File: config.mk
export PLATFORM = sky130hd
export DESIGN_NAME = coherence_bus_ctrl_flat
export DESIGN_NICKNAME = d
export VERILOG_FILES = /design/src/rtl/coherence_bus_ctrl_if.sv /design/src/rtl/coherence_bus_ctrl.sv /design/src/flat_wrapper.sv
export SDC_FILE = /design/constraint.sdc
export NUM_CORES = 1
export LEC_CHECK = 0
export CAP_MARGIN = 5
export CORE_AREA = 5 5 191 193
export CTS_CLUSTER_SIZE = 16
export DETAILED_ROUTE_END_ITERATION = 8
export DIE_AREA = 0 0 196 198
export GPL_ROUTABILITY_DRIVEN = 1
export GPL_TIMING_DRIVEN = 0
export PLACE_DENSITY_LB_ADDON = 0.05
export SLEW_MARGIN = 20
export SYNTH_ARGS = -nofsm -noshare
export SYNTH_HDL_FRONTEND = slang
export SYNTH_SLANG_ARGS = --single-unit
File: constraint.sdc
create_clock -name CLK -period 2.3 [get_ports CLK]
set_clock_uncertainty 0.1 [all_clocks]
set_input_delay 0.46 -clock CLK [delete_from_list [all_inputs] [get_ports CLK]]
set_output_delay 0.46 -clock CLK [all_outputs]
set_load 0.1 [all_outputs]
File: src/rtl/coherence_bus_ctrl_if.sv
// Controller-side bus for a 2-core coherence controller: cache requests, snoop lines and the RAM port.
// ramstate encoding: FREE=0, BUSY=1, ACCESS=2, ERROR=3.
interface coherence_bus_ctrl_if #(
  parameter int CPUS = 2
);
  logic [CPUS-1:0]       iREN, dREN, dWEN;
  logic [CPUS-1:0][31:0] iaddr, daddr, dstore;
  logic [CPUS-1:0]       cctrans, ccwrite;
  logic [31:0]           ramload;
  logic [1:0]            ramstate;
  logic [CPUS-1:0]       iwait, dwait;
  logic [CPUS-1:0][31:0] iload, dload;
  logic [CPUS-1:0]       ccwait, ccinv;
  logic [CPUS-1:0][31:0] ccsnoopaddr;
  logic [31:0]           ramaddr, ramstore;
  logic                  ramREN, ramWEN;

  modport master (
    input  iREN, dREN, dWEN, iaddr, daddr, dstore, cctrans, ccwrite, ramload, ramstate,
    output iwait, dwait, iload, dload, ccwait, ccinv, ccsnoopaddr, ramaddr, ramstore,
           ramREN, ramWEN
  );

  modport slave (
    output iREN, dREN, dWEN, iaddr, daddr, dstore, cctrans, ccwrite, ramload, ramstate,
    input  iwait, dwait, iload, dload, ccwait, ccinv, ccsnoopaddr, ramaddr, ramstore,
           ramREN, ramWEN
  );
endinterface

File: src/rtl/coherence_bus_ctrl.sv
// 2-core MSI memory/coherence controller: arbitrates I/D traffic onto one RAM port and runs snoops.
// Optional BUS_STATS_EN adds saturating counters stat_c2c / stat_inv / stat_ram.
module coherence_bus_ctrl #(
  parameter int CPUS          = 2,
  parameter int SNOOP_TIMEOUT = 16
) (
  input  logic                 CLK,
  input  logic                 nRST,
  coherence_bus_ctrl_if.master ccif
`ifdef BUS_STATS_EN
  ,
  output logic [31:0]          stat_c2c,
  output logic [31:0]          stat_inv,
  output logic [31:0]          stat_ram
`endif
);
  localparam int CW = $clog2(SNOOP_TIMEOUT + 1) + 1;

  typedef enum logic [1:0] {FREE, BUSY, ACCESS, ERROR} ramstate_t;
  typedef enum logic [2:0] {IDLE, IFETCH, DWB, DRD, SNOOP, C2C, INV} state_t;

  if (CPUS != 2) begin : g_cpus_check
    $error("coherence_bus_ctrl supports CPUS == 2 only");
  end

  state_t        r_state, w_next;
  logic          r_req, r_rr, r_excl;
  logic [CW-1:0] r_cnt;
  logic          w_pick, w_done, w_oth, w_ram_ok;
  ramstate_t     w_rs;

  assign w_rs     = ramstate_t'(ccif.ramstate);
  assign w_ram_ok = (w_rs == ACCESS) || (w_rs == ERROR);
  assign w_oth    = ~r_req;

  always_comb begin
    w_next           = r_state;
    w_pick           = r_rr;
    w_done           = 1'b0;
    ccif.iwait       = '1;
    ccif.dwait       = '1;
    ccif.iload       = '0;
    ccif.dload       = '0;
    ccif.ccwait      = '0;
    ccif.ccinv       = '0;
    ccif.ccsnoopaddr = '0;
    ccif.ramaddr     = '0;
    ccif.ramstore    = '0;
    ccif.ramREN      = 1'b0;
    ccif.ramWEN      = 1'b0;
    unique case (r_state)
      IDLE: begin
        if (|ccif.dWEN) begin
          w_pick = ccif.dWEN[r_rr] ? r_rr : ~r_rr;
          w_next = DWB;
        end else if (|ccif.dREN) begin
          w_pick = ccif.dREN[r_rr] ? r_rr : ~r_rr;
          w_next = ccif.cctrans[w_pick] ? SNOOP : INV;
        end else if (|ccif.iREN) begin
          w_pick = ccif.iREN[r_rr] ? r_rr : ~r_rr;
          w_next = IFETCH;
        end
      end
      IFETCH: begin
        ccif.ramREN  = 1'b1;
        ccif.ramaddr = ccif.iaddr[r_req];
        if (w_ram_ok) begin
          ccif.iwait[r_req] = 1'b0;
          ccif.iload[r_req] = ccif.ramload;
          w_next            = IDLE;
        end
      end
      DWB: begin
        ccif.ramWEN   = 1'b1;
        ccif.ramaddr  = ccif.daddr[r_req];
        ccif.ramstore = ccif.dstore[r_req];
        if (w_ram_ok) begin
          ccif.dwait[r_req] = 1'b0;
          w_done            = 1'b1;
          w_next            = IDLE;
        end
      end
      SNOOP: begin
        ccif.ccwait[w_oth]      = 1'b1;
        ccif.ccinv[w_oth]       = r_excl;
        ccif.ccsnoopaddr[w_oth] = ccif.daddr[r_req];
        if (ccif.ccwrite[w_oth]) begin
          w_next = C2C;
        end else if (ccif.cctrans[w_oth] || (r_cnt == CW'(SNOOP_TIMEOUT - 1))) begin
          w_next = DRD;
        end
      end
      C2C: begin
        // Snoopee stays stalled while its M data is forwarded and written back.
        ccif.ccwait[w_oth]      = 1'b1;
        ccif.ccinv[w_oth]       = r_excl;
        ccif.ccsnoopaddr[w_oth] = ccif.daddr[r_req];
        ccif.dload[r_req]       = ccif.dstore[w_oth];
        ccif.ramWEN             = 1'b1;
        ccif.ramaddr            = ccif.daddr[r_req];
        ccif.ramstore           = ccif.dstore[w_oth];
        if (w_ram_ok) begin
          ccif.dwait[r_req] = 1'b0;
          ccif.dwait[w_oth] = 1'b0;
          w_done            = 1'b1;
          w_next            = IDLE;
        end
      end
      DRD: begin
        ccif.ramREN  = 1'b1;
        ccif.ramaddr = ccif.daddr[r_req];
        if (w_ram_ok) begin
          ccif.dwait[r_req] = 1'b0;
          ccif.dload[r_req] = ccif.ramload;
          w_done            = 1'b1;
          w_next            = IDLE;
        end
      end
      INV: begin
        if (r_cnt < CW'(2)) begin
          ccif.ccinv[w_oth]  = 1'b1;
          ccif.ccwait[w_oth] = 1'b1;
        end else begin
          ccif.dwait[r_req] = 1'b0;
          w_done            = 1'b1;
          w_next            = IDLE;
        end
      end
      default: w_next = IDLE;
    endcase
  end

  always_ff @(posedge CLK or negedge nRST) begin
    if (!nRST) begin
      r_state <= IDLE;
      r_req   <= 1'b0;
      r_rr    <= 1'b0;
      r_excl  <= 1'b0;
      r_cnt   <= '0;
    end else begin
      r_state <= w_next;
      r_cnt   <= (w_next != r_state) ? '0 : r_cnt + CW'(1);
      if ((r_state == IDLE) && (w_next != IDLE)) begin
        r_req  <= w_pick;
        r_excl <= ccif.ccwrite[w_pick];
      end
      if (w_done) r_rr <= ~r_rr;
    end
  end

`ifdef BUS_STATS_EN
  logic [31:0] r_stat_c2c, r_stat_inv, r_stat_ram;
  logic        w_inv_ev;

  assign w_inv_ev = ((r_state != INV) && (w_next == INV)) ||
                    ((r_state == IDLE) && (w_next == SNOOP) && ccif.ccwrite[w_pick]);

  always_ff @(posedge CLK or negedge nRST) begin
    if (!nRST) begin
      r_stat_c2c <= '0;
      r_stat_inv <= '0;
      r_stat_ram <= '0;
    end else begin
      if ((r_state != C2C) && (w_next == C2C) && (r_stat_c2c != '1)) r_stat_c2c <= r_stat_c2c + 32'd1;
      if (w_inv_ev && (r_stat_inv != '1)) r_stat_inv <= r_stat_inv + 32'd1;
      if ((ccif.ramREN || ccif.ramWEN) && (r_stat_ram != '1)) r_stat_ram <= r_stat_ram + 32'd1;
    end
  end

  assign stat_c2c = r_stat_c2c;
  assign stat_inv = r_stat_inv;
  assign stat_ram = r_stat_ram;
`else
  // Default build carries no statistics logic.
`endif
endmodule

File: src/flat_wrapper.sv
// flat-port wrapper written by rule: the top's interface ports become plain ports
module coherence_bus_ctrl_flat 
#(
  parameter int CPUS          = 2,
  parameter int SNOOP_TIMEOUT = 16
)
  (CLK, nRST, ccif_iREN, ccif_dREN, ccif_dWEN, ccif_iaddr, ccif_daddr, ccif_dstore, ccif_cctrans, ccif_ccwrite, ccif_ramload, ccif_ramstate, ccif_iwait, ccif_dwait, ccif_iload, ccif_dload, ccif_ccwait, ccif_ccinv, ccif_ccsnoopaddr, ccif_ramaddr, ccif_ramstore, ccif_ramREN, ccif_ramWEN);
  coherence_bus_ctrl_if #(.CPUS(CPUS)) ccif_i ();
  input  logic CLK;
  input  logic nRST;
  input wire logic [$bits(ccif_i.iREN)-1:0] ccif_iREN;
  input wire logic [$bits(ccif_i.dREN)-1:0] ccif_dREN;
  input wire logic [$bits(ccif_i.dWEN)-1:0] ccif_dWEN;
  input wire logic [$bits(ccif_i.iaddr)-1:0] ccif_iaddr;
  input wire logic [$bits(ccif_i.daddr)-1:0] ccif_daddr;
  input wire logic [$bits(ccif_i.dstore)-1:0] ccif_dstore;
  input wire logic [$bits(ccif_i.cctrans)-1:0] ccif_cctrans;
  input wire logic [$bits(ccif_i.ccwrite)-1:0] ccif_ccwrite;
  input wire logic [$bits(ccif_i.ramload)-1:0] ccif_ramload;
  input wire logic [$bits(ccif_i.ramstate)-1:0] ccif_ramstate;
  output wire logic [$bits(ccif_i.iwait)-1:0] ccif_iwait;
  output wire logic [$bits(ccif_i.dwait)-1:0] ccif_dwait;
  output wire logic [$bits(ccif_i.iload)-1:0] ccif_iload;
  output wire logic [$bits(ccif_i.dload)-1:0] ccif_dload;
  output wire logic [$bits(ccif_i.ccwait)-1:0] ccif_ccwait;
  output wire logic [$bits(ccif_i.ccinv)-1:0] ccif_ccinv;
  output wire logic [$bits(ccif_i.ccsnoopaddr)-1:0] ccif_ccsnoopaddr;
  output wire logic [$bits(ccif_i.ramaddr)-1:0] ccif_ramaddr;
  output wire logic [$bits(ccif_i.ramstore)-1:0] ccif_ramstore;
  output wire logic [$bits(ccif_i.ramREN)-1:0] ccif_ramREN;
  output wire logic [$bits(ccif_i.ramWEN)-1:0] ccif_ramWEN;
  assign ccif_i.iREN = ccif_iREN;
  assign ccif_i.dREN = ccif_dREN;
  assign ccif_i.dWEN = ccif_dWEN;
  assign ccif_i.iaddr = ccif_iaddr;
  assign ccif_i.daddr = ccif_daddr;
  assign ccif_i.dstore = ccif_dstore;
  assign ccif_i.cctrans = ccif_cctrans;
  assign ccif_i.ccwrite = ccif_ccwrite;
  assign ccif_i.ramload = ccif_ramload;
  assign ccif_i.ramstate = ccif_ramstate;
  assign ccif_iwait = ccif_i.iwait;
  assign ccif_dwait = ccif_i.dwait;
  assign ccif_iload = ccif_i.iload;
  assign ccif_dload = ccif_i.dload;
  assign ccif_ccwait = ccif_i.ccwait;
  assign ccif_ccinv = ccif_i.ccinv;
  assign ccif_ccsnoopaddr = ccif_i.ccsnoopaddr;
  assign ccif_ramaddr = ccif_i.ramaddr;
  assign ccif_ramstore = ccif_i.ramstore;
  assign ccif_ramREN = ccif_i.ramREN;
  assign ccif_ramWEN = ccif_i.ramWEN;
  coherence_bus_ctrl #(.CPUS(CPUS), .SNOOP_TIMEOUT(SNOOP_TIMEOUT)) u_core (.CLK(CLK), .nRST(nRST), .ccif(ccif_i));
endmodule
# [Word-level counts from Yosys, hierarchy flattened]
# Index checks and enable logic that the tools add are counted.
[op_classes] n_eq_ne=10 n_addsub=1 order_cmp=8 bitwise=9 mux=66 reduce_logical=16
[ops] cell="$mux W32" n=10
[ops] cell="$and A64 B64 Y64" n=3
[ops] cell="$mux W64" n=3
[ops] cell="$pmux W32 S2" n=2
[ops] cell="$pmux W64 S2" n=1
[ops] cell="$demux W32 S1" n=2
[ops] cell="$mux W1" n=27
[ops] cell="$mux W3" n=7
[ops] cell="$reduce_or A2 Y1" n=7
[ops] cell="$mux W2" n=6
[ops] cell="$pmux W3 S4" n=1
[ops] cell="$lt A1 B2 Y1 const B" n=5
[ops] cell="$eq A3 B3 Y1 const B" n=3
[ops] cell="$pmux W2 S2" n=2
[ops] cell="$add A6 B1 Y6 const B" n=1
[ops] cell="$eq A3 B2 Y1 const B" n=2
[ops] cell="$eq A6 B4 Y1 const B" n=1
[ops] cell="$lt A6 B2 Y1 const B" n=1
[ops] cell="$mux W6" n=1
[ops] cell="$pmux W2 S3" n=1
[ops] cell="$and A2 B2 Y2" n=2
[ops] cell="$eq A2 B2 Y1 const B" n=2
[ops] cell="$not A2 Y2" n=2
[ops] cell="$reduce_or A4 Y1" n=1
[ops] cell="11 further kinds" n=17
[totals] wordCells=115 out_inout_bits=266 register_bits=12 input_bits=238

# [Logic depth before layout (Yosys ltp)]
[logic_depth] depth_word=11 ltp_mapped=7 depth_no_buf=7

# [Worst setup path after synthesis]
# No wires, ideal clock.
[synth_path] path_type="register -> output" startpoint="register u_core.r_state[2]" endpoint="output ccif_ramaddr[10]" path_stages_with_launch=7 slack_ns=-2.169 arrival_ns=3.909 t_required_ns=1.740 cell_sequence="dfrtp_1 buf_2 nor2b_1 nand2b_1 clkbuf_1 clkbuf_1 o22ai_1"
[synth_via] elab_chain_len=3
[synth_lines] item="start: declaration" line="coherence_bus_ctrl.sv:26" source="state_t r_state, w_next;"
[synth_lines] item="start signal: assignment" line="coherence_bus_ctrl.sv:141" source="r_state <= w_next;"
[synth_lines] item="$eq A3 B2 Y1 / $eq A3 B3 Y1 (equally long branches)" line="coherence_bus_ctrl.sv:51" source="unique case (r_state)"
[synth_lines] item="$reduce_or A3 Y1 (no source line)"
[synth_lines] item="$pmux W32 S2 *" line="coherence_bus_ctrl.sv:51"
[synth_lines] item="end: declaration" line="flat_wrapper.sv:28" source="output wire logic [$bits(ccif_i.ramaddr)-1:0] ccif_ramaddr;"
# Mark *: on every way between the ends. The rest lies on a longest branch, timed or not.

# [Final worst setup path]
[layout_path] startpoint="register u_core.r_state[2]" endpoint="output ccif_iload[19]"
[layout_via] elab_chain_len=2
[layout_lines] item="$eq A3 B1 Y1" line="coherence_bus_ctrl.sv:51"
[layout_lines] item="$mux W64" line="coherence_bus_ctrl.sv:51"
[layout_lines] item="end: declaration" line="flat_wrapper.sv:23" source="output wire logic [$bits(ccif_i.iload)-1:0] ccif_iload;"
# Every way passes these cells.

==> results.json <==
{
  "pin_count": 504,
  "num_rows": 68,
  "clock-sinks": 12,
  "run_status": "complete, but fails checks",
  "layout_commonest_cell": "buf_12",
  "worstPathRequired_ns": 1.74,
  "ys_seq_elements": 12,
  "synth_cell_types": 43,
  "syn-instance-count": 582,
  "syn_area_mm2": 0.004170,
  "setup_viol": 201,
  "violations": "setup timing",
  "ctsHoldBuffers": 0,
  "placed_area_mm2": 0.01133,
  "cts_root_buf": "clkbuf_16",
  "dp_cells": 1539,
  "clk_latency_ns": 0.24,
  "worst_setup_path_end_kind": "output port",
  "h-tree-depth": 1,
  "routed_via_density": 4.663,
  "min_path_type": "reg -> reg",
  "maxCapViolCount": 0,
  "tightest_slew_ns": 0.5924,
  "hpwl_um": 34670,
  "ys.warnings.count": 0,
  "grt_use_total_pct": 20.57,
  "p_clk_share_pct": 1.4,
  "ys_seq_area_share_pct": 7.201,
  "dieWidth_um": 196,
  "final_cell_mix": "buf_12, clkdlybuf4s50_1, and2_4, a22o_4, and3_2",
  "crit_type": "reg -> out",
  "p_switching_mw": 13.10,
  "powerDensity_mw_per_mm2": 1338,
  "final_nets": 1395,
  "combPwrFrac_pct": 97.0,
  "drv_slew": 0,
  "io_buffers": 502,
  "rsz0062_at_grt": "yes",
  "avgSynthCellArea_um2": 7.165,
  "max_slew_margin_pct": 60.39,
  "wl_per_cell_um": 27.93,
  "final_cells": 1610,
  "initial_utilization_pct": 12.13,
  "setup_slack_ns": -0.2654,
  "cts_tree": "built",
  "drtIter0Drc": 184,
  "antenna_found_initial": 2,
  "grt_max_degree": 13,
  "hold_ws_ns": 0.3548,
  "start_kind": "flip-flop",
  "grt_pass1_vias": 7900,
  "gp_congestion": 0.8230,
  "first_pass_iters": 4,
  "synth-edff-count": 0,
  "leakage_nw": 6.662,
  "fin_crit_sh_pct": 111.5,
  "dominantRegCellSynth": "dfrtp_1",
  "crit_fanout": 9,
  "route.detailed.drc": 0,
  "seqPwrFrac_pct": 1.6,
  "clk_path_buf_depth": 2,
  "gr-total-overflow": 0,
  "vias": 7508,
  "clk_pin_slew_worst_paths_ns": 0.04,
  "syn_nets": 821,
  "post-route-min-period_ns": 2.565,
  "syn2layout_area_growth_pct": 290.5,
  "cts-buffers-inserted": 3,
  "finalWirelength_um": 44970,
  "antenna_left": 0,
  "peakVddDrop_mv": 0.6446,
  "die_area_mm2": 0.03881,
  "internal_power_mw": 8.680,
  "async_flop_share_pct": 100.0,
  "grt_pass1_wl_um": 59950,
  "coreArea_mm2": 0.03437,
  "die_y_um": 198,
  "hold_viol_final": 0,
  "design_area_mm2": 0.01628,
  "arrival_ns": 2.01,
  "drive_gt1_share_pct": 69.84,
  "switching_share_pct": 60.15,
  "clock.fmax_ghz": 0.3898
}
-- registers in the layout, summed over array words and instances (netlist names) --
register / count
u_core.r_cnt: 6
u_core.r_state: 3
u_core.r_excl: 1
u_core.r_req: 1
u_core.r_rr: 1
-- cell usage after synthesis, types with 2 or more instances --
library cell | number | area share [%]
and3_1 | 66 | 9.9
nand3_1 | 5 | 0.60
o31ai_1 | 2 | 0.36
and2_1 | 69 | 10
buf_1 | 4 | 0.36
buf_2 | 22 | 2.6
o21ai_0 | 3 | 0.36
clkbuf_1 | 46 | 4.1
a22o_1 | 62 | 13
nor2b_1 | 7 | 1.1
mux2_1 | 3 | 0.81
nand2_1 | 10 | 0.90
o22ai_1 | 33 | 5.0
xnor2_1 | 3 | 0.63
o211ai_1 | 2 | 0.36
dfrtp_1 | 12 | 7.2
mux2i_1 | 66 | 16
a221oi_1 | 62 | 13
a21oi_1 | 15 | 1.8
o31ai_2 | 2 | 0.60
xor2_1 | 2 | 0.42
nor2_1 | 49 | 4.4
nor3_2 | 3 | 0.72
nand2b_1 | 6 | 0.90
inv_1 | 9 | 0.81
buf_4 | 2 | 0.36
-- metrics by stage --
| stage | power, mW | worst slack, ns | util (%) | setup TNS, ns |
|---|---|---|---|---|
| 2_1_floorplan | 12.09 | -0.4105 | - | -39.60 |
| 3_5_place_dp | 16.03 | -2.099 | 32.97 | -410.19 |
| 5_1_grt | 22.44 | -0.3334 | 47.37 | -52.04 |
| 3_3_place_gp | 16.06 | -2.021 | 32.97 | -408.86 |
| 6_report | 21.78 | -0.2654 | 47.37 | -34.99 |
| 4_1_cts | 19.34 | -0.2630 | 41.48 | -47.86 |
-- path summary, 6_finish.rpt --
check / from / endpoint / slack [ns] / cells past startpoint
max reg2reg: u_core.r_state[2] / u_core.r_req / 0.02 / 9
min in group asynchronous: nRST / u_core.r_cnt[1] / 0.50 / 1
max in group asynchronous: nRST / u_core.r_rr / 1.21 / 1
min: u_core.r_cnt[0] / u_core.r_cnt[0] / 0.35 / 1
min reg2reg: u_core.r_cnt[0] / u_core.r_cnt[0] / 0.35 / 1
max: u_core.r_state[2] / ccif_iload[19] / -0.27 / 9
-- power by group through the flow --
stage	combinational [mW]	clock, mW	sequential, mW
after floorplan	11.8	0	0.320
after global placement	15.7	0	0.336
after detailed placement	15.7	0	0.337
after CTS	18.7	0.319	0.337
after global routing	21.8	0.334	0.353
final	21.1	0.315	0.340
-- final cells by class --
| type | instances | area, um2 |
|---|---|---|
| Fill cell | 3082 | 18090 |
| Timing Repair Buffer | 573 | 8234 |
| Multi-Input combinational cell | 485 | 5951 |
| Buffer | 71 | 1104 |
| Tap cell | 455 | 569.3 |
| Sequential cell | 12 | 300.3 |
| Clock buffer | 3 | 75.07 |
| Inverter | 10 | 47.55 |
| Antenna cell | 1 | 2.502 |
-- logic make-up (layout without fill, tap and decap cells) --
| family | Yosys count | in the layout | share of synthesized area (%) |
|---|---|---|---|
| muxes | 69 | 69 | 16.65 |
| and+or+nand+nor | 220 | 220 | 29.79 |
| adders and majority gates | 1 | 1 | 0.3000 |
| other | 0 | 1 | 0 |
| buffers and inverters | 85 | 657 | 8.671 |
| DFF | 12 | 12 | 7.201 |
| AOI/OAI and AO/OA | 190 | 190 | 36.33 |
| xor gates and xnor gates | 5 | 5 | 1.050 |
-- per-layer routing --
layer | track usage, % | vias to the layer above | routed length (um)
li1 | - | 3437 | -
met1 | 24.07 | 3727 | 17130
met2 | 39.21 | 306 | 24080
met3 | 5.377 | 36 | 3052
met4 | 1.552 | 2 | 697
met5 | 0 | - | 12
-- critical path: stages, from the launching register on --
cell,delay [ns]
dfrtp_1,0.40
buf_6,0.14
nor2b_4,0.10
nand2b_1,0.08
buf_8,0.15
nor3_4,0.21
buf_12,0.19
clkbuf_16,0.17
and2_4,0.15
buf_12,0.17
-- what timing repair did --
item | CTS | global route
gates cloned | 9 | 13
setup endpoints to repair | 268 | 274
pin swaps | 16 | 31
setup buffers | 30 | 21
gates resized for setup | 2326 | 399
(Power assumes the default switching activity.)
